[config.mk]
export PLATFORM = sky130hd
export DESIGN_NAME = obstacle_scheduler
export DESIGN_NICKNAME = d
export VERILOG_FILES = /design/src/rtl/obstacle_scheduler.sv
export SDC_FILE = /design/constraint.sdc
export NUM_CORES = 1
export LEC_CHECK = 0
export ABC_AREA = 1
export CAP_MARGIN = 10
export CORE_MARGIN = 5
export CORE_UTILIZATION = 59
export DETAILED_ROUTE_END_ITERATION = 16
export PLACE_DENSITY = 0.87
export REMOVE_ABC_BUFFERS = 1
export SYNTH_ARGS = -nofsm -noshare
export SYNTH_HDL_FRONTEND = slang
export SYNTH_SLANG_ARGS = --single-unit
[constraint.sdc]
create_clock -name frame_clk -period 13.2 [get_ports frame_clk]
set_input_delay 2.64 -clock frame_clk [delete_from_list [all_inputs] [get_ports frame_clk]]
set_output_delay 2.64 -clock frame_clk [all_outputs]
set_load 0.02 [all_outputs]
[src/rtl/obstacle_scheduler.sv]
// obstacle_scheduler: spawns, scrolls and retires Bee-Scape obstacles, one update per frame
//   frame_clk, Reset (async, active-high), run (1 = advance frames), clear (sync restart)
//   obs_x/obs_y: slot i coordinates at [10i+9:10i]; obs_active: live slots
//   spawn_pulse/pass_pulse: one-frame events; pass_count: saturating pass total; speed: px/frame
//   Optional OBSTACLE_SPEEDUP_EN: speed rises by 1 each time pass_count crosses a multiple of 8
module obstacle_scheduler #(
  parameter int unsigned NUM_SLOTS    = 4,
  parameter int unsigned SCREEN_W     = 640,
  parameter int unsigned OBS_W        = 50,
  parameter int unsigned SPAWN_PERIOD = 90,
  parameter int unsigned Y_MIN        = 40,
  parameter int unsigned BEE_X        = 100,
  parameter logic [3:0]  INIT_SPEED   = 4'd2,
  parameter logic [7:0]  LFSR_SEED    = 8'hA5
) (
  input  logic                      frame_clk,
  input  logic                      Reset,
  input  logic                      run,
  input  logic                      clear,
  output logic [10*NUM_SLOTS-1:0]   obs_x,
  output logic [10*NUM_SLOTS-1:0]   obs_y,
  output logic [NUM_SLOTS-1:0]      obs_active,
  output logic                      spawn_pulse,
  output logic                      pass_pulse,
  output logic [7:0]                pass_count,
  output logic [3:0]                speed
);
  localparam int TW = $clog2(SPAWN_PERIOD + 1);
  typedef enum logic [1:0] {IDLE, RUN, HOLD} state_t;
  state_t state_q, state_d;
  logic [9:0] x_q [NUM_SLOTS];
  logic [9:0] x_d [NUM_SLOTS];
  logic [9:0] y_q [NUM_SLOTS];
  logic [9:0] y_d [NUM_SLOTS];
  logic [NUM_SLOTS-1:0] act_q, act_d;
  logic [TW-1:0] timer_q, timer_d;
  logic [7:0] lfsr_q, lfsr_d, cnt_q, cnt_d;
  logic [3:0] speed_q, speed_d;
  logic spawn_q, spawn_d, pass_q, pass_d, found;
  logic [8:0] npass, sum;
  logic [9:0] nx;
  always_comb begin
    state_d = clear ? IDLE : run ? RUN : (state_q == IDLE ? IDLE : HOLD);
    x_d = x_q;
    y_d = y_q;
    act_d = act_q;
    timer_d = timer_q;
    lfsr_d = lfsr_q;
    cnt_d = cnt_q;
    speed_d = speed_q;
    spawn_d = 1'b0;
    pass_d = 1'b0;
    found = 1'b0;
    npass = '0;
    sum = '0;
    nx = '0;
    if (clear) begin
      for (int i = 0; i < NUM_SLOTS; i++) begin
        x_d[i] = '0;
        y_d[i] = '0;
      end
      act_d = '0;
      timer_d = '0;
      lfsr_d = LFSR_SEED;
      cnt_d = '0;
      speed_d = INIT_SPEED;
    end else if (run) begin
      for (int i = 0; i < NUM_SLOTS; i++) begin
        nx = x_q[i] - {6'b0, speed_q};
        if (act_q[i]) begin
          if (x_q[i] < {6'b0, speed_q}) act_d[i] = 1'b0;
          else begin
            x_d[i] = nx;
            if ({1'b0, x_q[i]} + 11'(OBS_W) >= 11'(BEE_X) && {1'b0, nx} + 11'(OBS_W) < 11'(BEE_X))
              npass = npass + 9'd1;
          end
        end
        // free-slot search looks at start-of-frame activity, so a slot retired above stays empty
        if (timer_q == '0 && !act_q[i] && !found) begin
          found = 1'b1;
          act_d[i] = 1'b1;
          x_d[i] = 10'(SCREEN_W);
          y_d[i] = 10'(Y_MIN) + {2'b0, lfsr_q};
        end
      end
      spawn_d = found;
      pass_d = |npass;
      timer_d = timer_q == '0 ? TW'(SPAWN_PERIOD - 1) : timer_q - TW'(1);
      sum = {1'b0, cnt_q} + npass;
      cnt_d = sum[8] ? 8'hFF : sum[7:0];
      lfsr_d = {lfsr_q[6:0], lfsr_q[7] ^ lfsr_q[5] ^ lfsr_q[4] ^ lfsr_q[3]};
`ifdef OBSTACLE_SPEEDUP_EN
      speed_d = (cnt_d[7:3] != cnt_q[7:3] && speed_q != 4'hF) ? speed_q + 4'd1 : speed_q;
`else
      speed_d = speed_q;
`endif
    end
  end
  always_ff @(posedge frame_clk or posedge Reset) begin
    if (Reset) begin
      state_q <= IDLE;
      for (int i = 0; i < NUM_SLOTS; i++) begin
        x_q[i] <= '0;
        y_q[i] <= '0;
      end
      act_q <= '0;
      timer_q <= '0;
      lfsr_q <= LFSR_SEED;
      cnt_q <= '0;
      speed_q <= INIT_SPEED;
      spawn_q <= 1'b0;
      pass_q <= 1'b0;
    end else begin
      state_q <= state_d;
      x_q <= x_d;
      y_q <= y_d;
      act_q <= act_d;
      timer_q <= timer_d;
      lfsr_q <= lfsr_d;
      cnt_q <= cnt_d;
      speed_q <= speed_d;
      spawn_q <= spawn_d;
      pass_q <= pass_d;
    end
  end
  for (genvar g = 0; g < NUM_SLOTS; g++) begin : g_out
    assign obs_x[10*g +: 10] = x_q[g];
    assign obs_y[10*g +: 10] = y_q[g];
  end
  assign obs_active = act_q;
  assign spawn_pulse = spawn_q;
  assign pass_pulse = pass_q;
  assign pass_count = cnt_q;
  assign speed = speed_q;
endmodule

==> flow_metrics.tcl, run 1 <==
set metrics [dict create \
    netlist_area_mm2 0.00641 \
    hold_viol 0 \
    ys_seq_area_share_pct 39.5 \
    grt_pass1_wl_um 26600 \
    die_area_mm2 0.0131 \
    synth_xor_area_share_pct 4.21 \
    drv_slew 0 \
    io_buffer_count 89 \
    p_seq_share_pct 29.0 \
    crit_family "simple AND/OR/NAND/NOR gates" \
    required_ps 13450 \
    leakage_nw 3.86 \
    worstSetupStartpoint "obs_x[11]" \
    syn_inst 886 \
    vdd_drop_max_v 0.000122 \
    fin_skew_ps 9.49 \
    clockBufferDepth 2 \
    dr_total_vias 6037 \
    crit_path_start_kind "flip-flop" \
    holdWs_ps 482 \
    gr-total-overflow 0 \
    period_share_pct 41.2 \
    synth-edff-count 0 \
    p_per_area_mw_per_mm2 211 \
    tightest_slew_ps 988 \
    final_common_cell "nand2_1" \
    synth_fa_ha_area_share_pct 4.02 \
    drt_iter0_drc 477 \
    first_pass_iters 7 \
    syn_area_per_cell_um2 7.24 \
    synth_top_family_by_area "simple AND/OR/NAND/NOR gates" \
    io-pin-count 102 \
    synth_simple_gate_area_share_pct 29.6 \
    worst-path-buf-inv 5 \
    yosys_warnings 0 \
    cts-resized-gates 0 \
    rows 38 \
    setup-tns-final_ps 0 \
    fin_nets 999 \
    core_mm2 0.0107 \
    min-delay-start "obs_y[4]" \
    syn_to_final_growth_pct 18.5 \
    drc 0 \
    crit_path_max_incr_delay_ps 470 \
    switching_share_pct 49.6 \
    cp-end-kind "flip-flop" \
    dpl_cell_area_mm2 0.00739 \
    holdBufCountCts 0 \
    crit_type "flip-flop to flip-flop" \
    multi_input_area_mm2 0.00327 \
    yosysTopAreaCell "dfrtp_1" \
    cts_setup_buffers 0 \
    cap_violations 0 \
    htree_levels 3 \
    root_buffer "clkbuf_8" \
    grt_pass1_vias 5712 \
    worstPathMaxFanout 6 \
    drt_wl_total_um 15600 \
    arrival_ps 5700 \
    final_antenna_net_count 0 \
    routed_via_density 5.39 \
    grt_max_degree 79 \
    fmax_mhz 184 \
    synth.area.top_cells "dfrtp_1 (38%), nand2_1 (14%), inv_1 (6.7%)" \
    clk_pin_slew_ps 110 \
    synth_compound_area_share_pct 12.5 \
    gp_congestion 0.942 \
    die_height_um 114 \
    synth_top_area_share_pct 37.8 \
    nFillCells 906 \
    period_minus_slack_ps 5440 \
    placedCellCount 1104 \
    slew_headroom_pct 34.1 \
    numCtsBuffers 9 \
    die_w_um 114 \
    regArea_mm2 0.00253 \
    antenna_found_initial 0 \
    synth_cell_types 46 \
    wl_per_cell_um 13.9 \
    final_cells 1120 \
    synth-main-ff-cell "dfrtp_1" \
    worst_path_max_delay_cell "dfrtp_1" \
    clkPwrFrac_pct 12.8 \
    layout_common_cells "nand2_1 (247), inv_1 (114), dfrtp_1 (97), clkdlybuf4s50_1 (89), nor2_1 (80)" \
    final_core_util_pct 70.7 \
    drive_gt1_share_pct 7.55 \
    initial_core_util_pct 59.7 \
    ys_seq_elements 101 \
    grt_setup_unrepaired "false" \
    layout.cell_area.non_filler_mm2 0.00760 \
    status "completed" \
    min_path_type "flip-flop to flip-flop" \
    pwr-share-comb_pct 58.2 \
    power.internal_mw 0.806 \
    clock_latency_ps 380 \
    place_hpwl_um 11800 \
    synth_mux_area_share_pct 0 \
    cts_tree "yes" \
    setup_violations 0 \
    num_antenna_cells 0 \
    track_usage_pct 24.6 \
    r2r-start "obs_x[11]" \
    power_switching_mw 0.794 \
    numClockSinks 101 \
    async_flop_share_pct 100 \
]
-- cells in the mapped netlist (2+ instances only) --
cell type / instances
conb_1: 2
o31ai_1: 5
or2_2: 2
a21oi_1: 23
o21ai_1: 9
buf_2: 5
a22oi_1: 3
ha_1: 19
and2_1: 2
xnor2_1: 6
o22ai_1: 31
inv_2: 11
a31oi_1: 3
o211ai_1: 2
nor2_1: 80
nand4_1: 8
o21ai_0: 58
inv_1: 115
nand3b_1: 2
clkbuf_1: 5
nor3_1: 10
nand3_2: 8
nor2_4: 3
nand2_2: 8
o21bai_1: 3
nand2_1: 247
dfrtp_1: 97
nand3_1: 52
nor2_2: 13
buf_6: 2
dfstp_2: 4
xor2_1: 23
buf_4: 12
-- cells by family after synthesis --
logic type	Yosys count
DFF	101
other	2
and+or+nand+nor	438
AOI/OAI and AO/OA	142
buffers and inverters	153
adders and majority gates	20
xor gates and xnor gates	30
-- metrics by stage --
| step | power, mW | worst slack (ps) |
|---|---|---|
| 2_1_floorplan | 1.11 | 7920 |
| 3_3_place_gp | 1.37 | 8090 |
| 3_5_place_dp | 1.39 | 7840 |
| 4_1_cts | 1.60 | 7810 |
| 5_1_grt | 1.74 | 7180 |
| 6_report | 1.60 | 7760 |
-- worst min-delay path: cells and delay by family (launching register included) --
kind,cells,cell delay [ps]
flops,1,360
simple gates,2,100
-- area by class of cell --
| class | instances | share of cell area (%) |
|---|---|---|
| timing repair buffer | 92 | 12.0 |
| multi-input combinational | 642 | 43.1 |
| clock inverter | 7 | 1.20 |
| tap | 140 | 2.30 |
| clock buffer | 9 | 1.63 |
| sequential | 101 | 33.3 |
| inverter | 129 | 6.45 |
-- final timing paths --
| path | endpoint | slack (ps) | depth (start not counted) |
|---|---|---|---|
| max | pass_count[5] | 7760 | 32 |
| min | obs_y[4] | 480 | 2 |
| max reg2reg | pass_count[5] | 7760 | 32 |
| min reg2reg | obs_y[4] | 480 | 2 |
| max in group asynchronous | obs_y[24] | 9350 | 3 |
| min in group asynchronous | obs_y[31] | 2550 | 2 |
-- flip-flops by register name, indices dropped and copies added (netlist names) --
| name | count |
|---|---|
| obs_y | 36 |
| obs_active | 4 |
| obs_x | 36 |
| timer_q | 7 |
| spawn_pulse | 1 |
| lfsr_q | 8 |
| pass_count | 8 |
| pass_pulse | 1 |
-- per-layer routing --
layer / up-vias / global-route usage [%] / routed length (um)
li1: 3003 / - / -
met1: 2826 / 33.7 / 6970
met2: 185 / 40.6 / 7590
met3: 23 / 3.44 / 785
met4: 0 / 7.36 / 272
met5: - / 0 / 0
-- power groups by stage --
stage	logic [mW]	clock network (mW)	registers, mW
after global routing	1.04	0.219	0.477
after CTS	0.930	0.210	0.464
final	0.931	0.205	0.465
after global placement	0.903	0	0.468
after detailed placement	0.924	0	0.469
after floorplan	0.586	0	0.529
Note: power is estimated with default switching activity, not from simulation.
==> run 2, diff against run 1 <==
--- a/config.mk
+++ b/config.mk
@@ -8,9 +8,9 @@
 export ABC_AREA = 1
 export CAP_MARGIN = 10
 export CORE_MARGIN = 5
-export CORE_UTILIZATION = 59
+export CORE_UTILIZATION = 55
 export DETAILED_ROUTE_END_ITERATION = 16
-export PLACE_DENSITY = 0.87
+export PLACE_DENSITY = 0.82
 export REMOVE_ABC_BUFFERS = 1
 export SYNTH_ARGS = -nofsm -noshare
 export SYNTH_HDL_FRONTEND = slang
==> constraint.sdc (replaced) <==
create_clock -name frame_clk -period 5.2 [get_ports frame_clk]
set_input_delay 1.04 -clock frame_clk [delete_from_list [all_inputs] [get_ports frame_clk]]
set_output_delay 1.04 -clock frame_clk [all_outputs]
set_load 0.02 [all_outputs]
==> flow_metrics.tcl, run 2 (same netlist as run 1, synthesis figures left out) <==
set metrics [dict create \
    cts_tree "yes" \
    final_cells 1135 \
    wl_per_cell_um 13.9 \
    clockBufferDepth 2 \
    root_buffer "clkbuf_16" \
    p_per_area_mw_per_mm2 543 \
    drc 0 \
    grt_pass1_wl_um 26400 \
    rows 39 \
    multi_input_area_mm2 0.00336 \
    hold_viol 0 \
    gp_congestion 0.904 \
    regArea_mm2 0.00253 \
    io-pin-count 102 \
    cpMostUsedCell "nand2_1" \
    arrival_ps 5080 \
    cap_violations 0 \
    ff2ff_setup_slack_ps 350 \
    gr-total-overflow 0 \
    clk_pin_slew_ps 70 \
    worst_path_max_delay_cell "dfrtp_1" \
    place_hpwl_um 11500 \
    setup_violations 0 \
    layout_common_cells "nand2_1 (246), inv_1 (111), dfrtp_1 (96), clkdlybuf4s50_1 (89), nor2_1 (78)" \
    numClockSinks 101 \
    track_usage_pct 22.1 \
    layout.cell_area.non_filler_mm2 0.00787 \
    worstPathMaxFanout 6 \
    nFillCells 950 \
    drive_gt1_share_pct 10.1 \
    core_mm2 0.0114 \
    min_path_type "flip-flop to flip-flop" \
    placedCellCount 1112 \
    drt_wl_total_um 15800 \
    crit_path_max_incr_delay_ps 410 \
    syn_to_final_growth_pct 22.7 \
    die_area_mm2 0.0139 \
    fmax_mhz 206 \
    required_ps 5430 \
    final_antenna_net_count 0 \
    grt_max_degree 77 \
    crit_type "flip-flop to flip-flop" \
    htree_levels 3 \
    dpl_cell_area_mm2 0.00743 \
    num_antenna_cells 0 \
    fin_nets 1011 \
    power_mw 4.28 \
    tightest_slew_ps 948 \
    grt_pass1_vias 5594 \
    final_common_cell "nand2_1" \
    vdd_drop_max_v 0.000399 \
    antenna_found_initial 0 \
    status "completed" \
    cp-end-kind "flip-flop" \
    numCtsBuffers 9 \
    r2r-start "obs_x[12]" \
    routed_via_density 5.34 \
    die_w_um 118 \
    io_buffer_count 89 \
    drt_iter0_drc 497 \
    final_core_util_pct 68.9 \
    period_minus_slack_ps 4850 \
    worst-path-buf-inv 8 \
    dr_total_vias 6060 \
    leakage_nw 3.96 \
    period_share_pct 93.2 \
    worstSetupStartpoint "obs_x[12]" \
    first_pass_iters 5 \
    fin_skew_ps 13.3 \
    die_height_um 118 \
    min-delay-start "obs_y[28]" \
    initial_core_util_pct 56.2 \
    crit_family "simple AND/OR/NAND/NOR gates" \
    slew_headroom_pct 36.8 \
    crit_path_start_kind "flip-flop" \
    clock_latency_ps 350 \
    drv_slew 0 \
]
-- run 2: changes by cell type in the layout (fill, tap and decap cells not counted), moves of 4 or more --
cell,delta
clkbuf_8,-9
clkinv_8,-4
buf_4,+12
clkbuf_16,+9
-- run 2: through the flow --
| step | setup TNS, ps | worst slack [ps] | hold WS [ps] |
|---|---|---|---|
| finish | 0 | 352 | 476 |
| floorplan | 0 | 360 | 475 |
| global route | -149 | -65.6 | 495 |
| global placement | 0 | 288 | 456 |
| detailed placement | 0 | 111 | 458 |
| CTS | 0 | 70.4 | 477 |
-- run 2: per-layer routing --
layer | vias to the layer above | GRT usage [%] | share of wire [%]
met2 | 169 | 36.7 | 49
met3 | 13 | 4.28 | 5.2
met4 | 0 | 4.37 | 1.0
met1 | 2834 | 30.2 | 45
li1 | 3044 | - | -
met5 | - | 0 | 0
-- run 2: worst paths after layout --
check	endpoint	cells after the start
max	pass_count[7]	34
min	obs_y[28]	2
max reg2reg	pass_count[7]	34
min reg2reg	obs_y[28]	2
max in group asynchronous	lfsr_q[5]	3
min in group asynchronous	obs_y[30]	2
-- run 2: final cells by class --
| type | instances | share of cell area (%) |
|---|---|---|
| clock buffers | 10 | 2.91 |
| clock inverters | 6 | 0.986 |
| inverters | 129 | 6.23 |
| multi-input cells | 642 | 42.7 |
| flip-flops and latches | 101 | 32.2 |
| well taps | 143 | 2.27 |
| repair buffers | 104 | 12.7 |
-- run 2: worst min-delay path, stage by stage, from the launching register on --
cell	delay, ps
dfrtp_1	340
nand2_1	50
nand2_1	50
-- run 2: timing repair --
action                                 CTS  global route
resized for setup                        0            20
endpoints found under the hold margin    0             0
setup endpoints to repair                0             8
setup buffers                            0             7
hold buffers                             0             0
-- run 2: where the power goes --
group	switching [mW]	total, mW	internal [mW]
Combinational	1.49	2.41	0.920
Sequential	0.203	1.17	0.967
Clock	0.318	0.702	0.384
==> run 3, diff against run 2 <==
--- a/config.mk
+++ b/config.mk
@@ -8,9 +8,11 @@
 export ABC_AREA = 1
 export CAP_MARGIN = 10
 export CORE_MARGIN = 5
-export CORE_UTILIZATION = 55
+export CORE_UTILIZATION = 61
 export DETAILED_ROUTE_END_ITERATION = 16
-export PLACE_DENSITY = 0.82
+export DONT_BUFFER_PORTS = 1
+export MAX_ROUTING_LAYER = met4
+export PLACE_DENSITY = 0.77
 export REMOVE_ABC_BUFFERS = 1
 export SYNTH_ARGS = -nofsm -noshare
 export SYNTH_HDL_FRONTEND = slang
==> flow_metrics.tcl, run 3 (same netlist as run 1, synthesis figures left out) <==
set metrics [dict create \
    cap_violations 0 \
    clkPwrFrac_pct 13.8 \
    routed_via_density 5.66 \
    crit_path_max_incr_delay_ps 410 \
    holdWs_ps 513 \
    vdd_drop_max_v 0.000293 \
    p_seq_share_pct 35.5 \
    fmax_mhz 205 \
    drt_wl_total_um 16200 \
    setup_violations 0 \
    place_hpwl_um 11800 \
    period_minus_slack_ps 4870 \
    root_buffer "clkbuf_8" \
    min_path_type "flip-flop to flip-flop" \
    grt_pass1_wl_um 26600 \
    leakage_nw 3.60 \
    period_share_pct 93.6 \
    worst_path_max_delay_cell "dfrtp_1" \
    switching_share_pct 52.8 \
    layout.cell_area.non_filler_mm2 0.00690 \
    arrival_ps 5140 \
    first_pass_iters 5 \
    numClockSinks 101 \
    final_common_cell "nand2_1" \
    worst-path-buf-inv 7 \
    whs_endpoint "lfsr_q[0]" \
    clockBufferDepth 2 \
    die_area_mm2 0.0127 \
    final_core_util_pct 67.2 \
    cts_tree "yes" \
    hold_depth 2 \
    worstPathMaxFanout 4 \
    drc 0 \
    wl_per_cell_um 15.6 \
    die_height_um 113 \
    drv_slew 0 \
    drt_iter0_drc 508 \
    pwr-share-comb_pct 50.6 \
    die_w_um 113 \
    clk_pin_slew_ps 110 \
    reg2reg_to "pass_count[6]" \
    r2r-start "obs_x[12]" \
    antenna_found_initial 0 \
    drive_gt1_share_pct 12.1 \
    nFillCells 857 \
    initial_core_util_pct 62.4 \
    crit_type "flip-flop to flip-flop" \
    io_buffer_count 0 \
    clock_latency_ps 390 \
    num_antenna_cells 0 \
    grt_max_degree 68 \
    rows 37 \
    hold_viol 0 \
    ff2ff_setup_slack_ps 330 \
    final_antenna_net_count 0 \
    grt_pass1_vias 5583 \
    tightest_slew_ps 899 \
    core_mm2 0.0103 \
    numCtsBuffers 9 \
    fin_nets 920 \
    cp-end-kind "flip-flop" \
    min-delay-start "lfsr_q[0]" \
    crit_path_start_kind "flip-flop" \
    htree_levels 3 \
    required_ps 5480 \
    dpl_cell_area_mm2 0.00654 \
    crit_family "simple AND/OR/NAND/NOR gates" \
    p_per_area_mw_per_mm2 561 \
    reg2reg_depth 31 \
    power.internal_mw 1.83 \
    status "completed" \
    layout_common_cells "nand2_1 (246), inv_1 (110), dfrtp_1 (95), nor2_1 (74), o21ai_0 (56)" \
    power_switching_mw 2.05 \
    gr-total-overflow 0 \
    track_usage_pct 25.8 \
    gp_congestion 0.874 \
    syn_to_final_growth_pct 7.61 \
    fin_skew_ps 17.2 \
    slew_headroom_pct 39.5 \
    io-pin-count 102 \
    dr_total_vias 5865 \
]
==> run 3: cell count changes in the layout (fill, tap and decap cells not counted), moves of 3 or more <==
cell	delta
clkbuf_16	-9
clkbuf_8	+9
clkdlybuf4s50_1	-89
clkinv_8	+3
nor2_1	-4
nor2_2	+4
==> run 3: per-layer routing <==
layer | GRT usage (%) | vias up | wire length [um]
li1 | - | 2839 | -
met2 | 41.1 | 201 | 7880
met1 | 32.9 | 2799 | 6900
met5 | - | - | 0
met4 | 6.33 | 0 | 246
met3 | 6.79 | 26 | 1180
==> run 3: final cells by class <==
type                            count  area, um^2  share of cell area [%]
Tap cell                          136         170                    2.47
Clock buffer                        9         124                    1.79
Sequential cell                   101        2530                    36.7
Inverter                          129         490                    7.11
Multi-Input combinational cell    642        3390                    49.2
Timing Repair Buffer               13        97.6                    1.41
Clock inverter                      7        91.3                    1.32
==> run 3: through the flow <==
step	TNS [ps]	power, mW	worst slack, ps	cells
2_1_floorplan	0	2.83	360	872
3_3_place_gp	0	3.19	172	1018
3_5_place_dp	-69.5	3.25	-69.5	1018
4_1_cts	0	3.80	9.80	1034
5_1_grt	-14.5	4.21	-14.5	1037
6_report	0	3.87	332	1037
==> run 3: worst max path at each step <==
stage,start,endpoint,slack (ps),cells after the start
after floorplan,obs_x[11],pass_count[5],360,32
after global placement,obs_x[13],pass_count[5],170,29
after detailed placement,obs_x[12],pass_count[5],-70,32
after CTS,obs_x[12],pass_count[5],10,32
after global routing,obs_x[12],pass_count[5],-10,32
final,obs_x[12],pass_count[6],330,31
==> run 3: worst reg2reg max path, delay by kind of cell (launching register included) <==
| kind | cells | cell delay, ps |
|---|---|---|
| AND/OR/NAND/NOR | 13 | 1760 |
| adder cells (fa/ha/maj) | 5 | 1090 |
| AO/OA/AOI/OAI | 6 | 1020 |
| buffers and inverters | 7 | 470 |
| flip-flops | 1 | 410 |
==> run 3: repair_timing <==
action,in CTS,in global routing
resized for setup,1,30
buffers inserted,0,3
endpoints found under the setup margin,1,8
hold buffers,0,0
pin swaps,0,8
hold endpoints to repair,0,0
==> run 3: power groups by stage <==
stage	clock, mW	combinational [mW]	sequential [mW]
2_1_floorplan	0	1.49	1.34
3_3_place_gp	0	1.80	1.38
3_5_place_dp	0	1.86	1.39
4_1_cts	0.536	1.88	1.38
5_1_grt	0.577	2.22	1.41
6_report	0.535	1.96	1.38
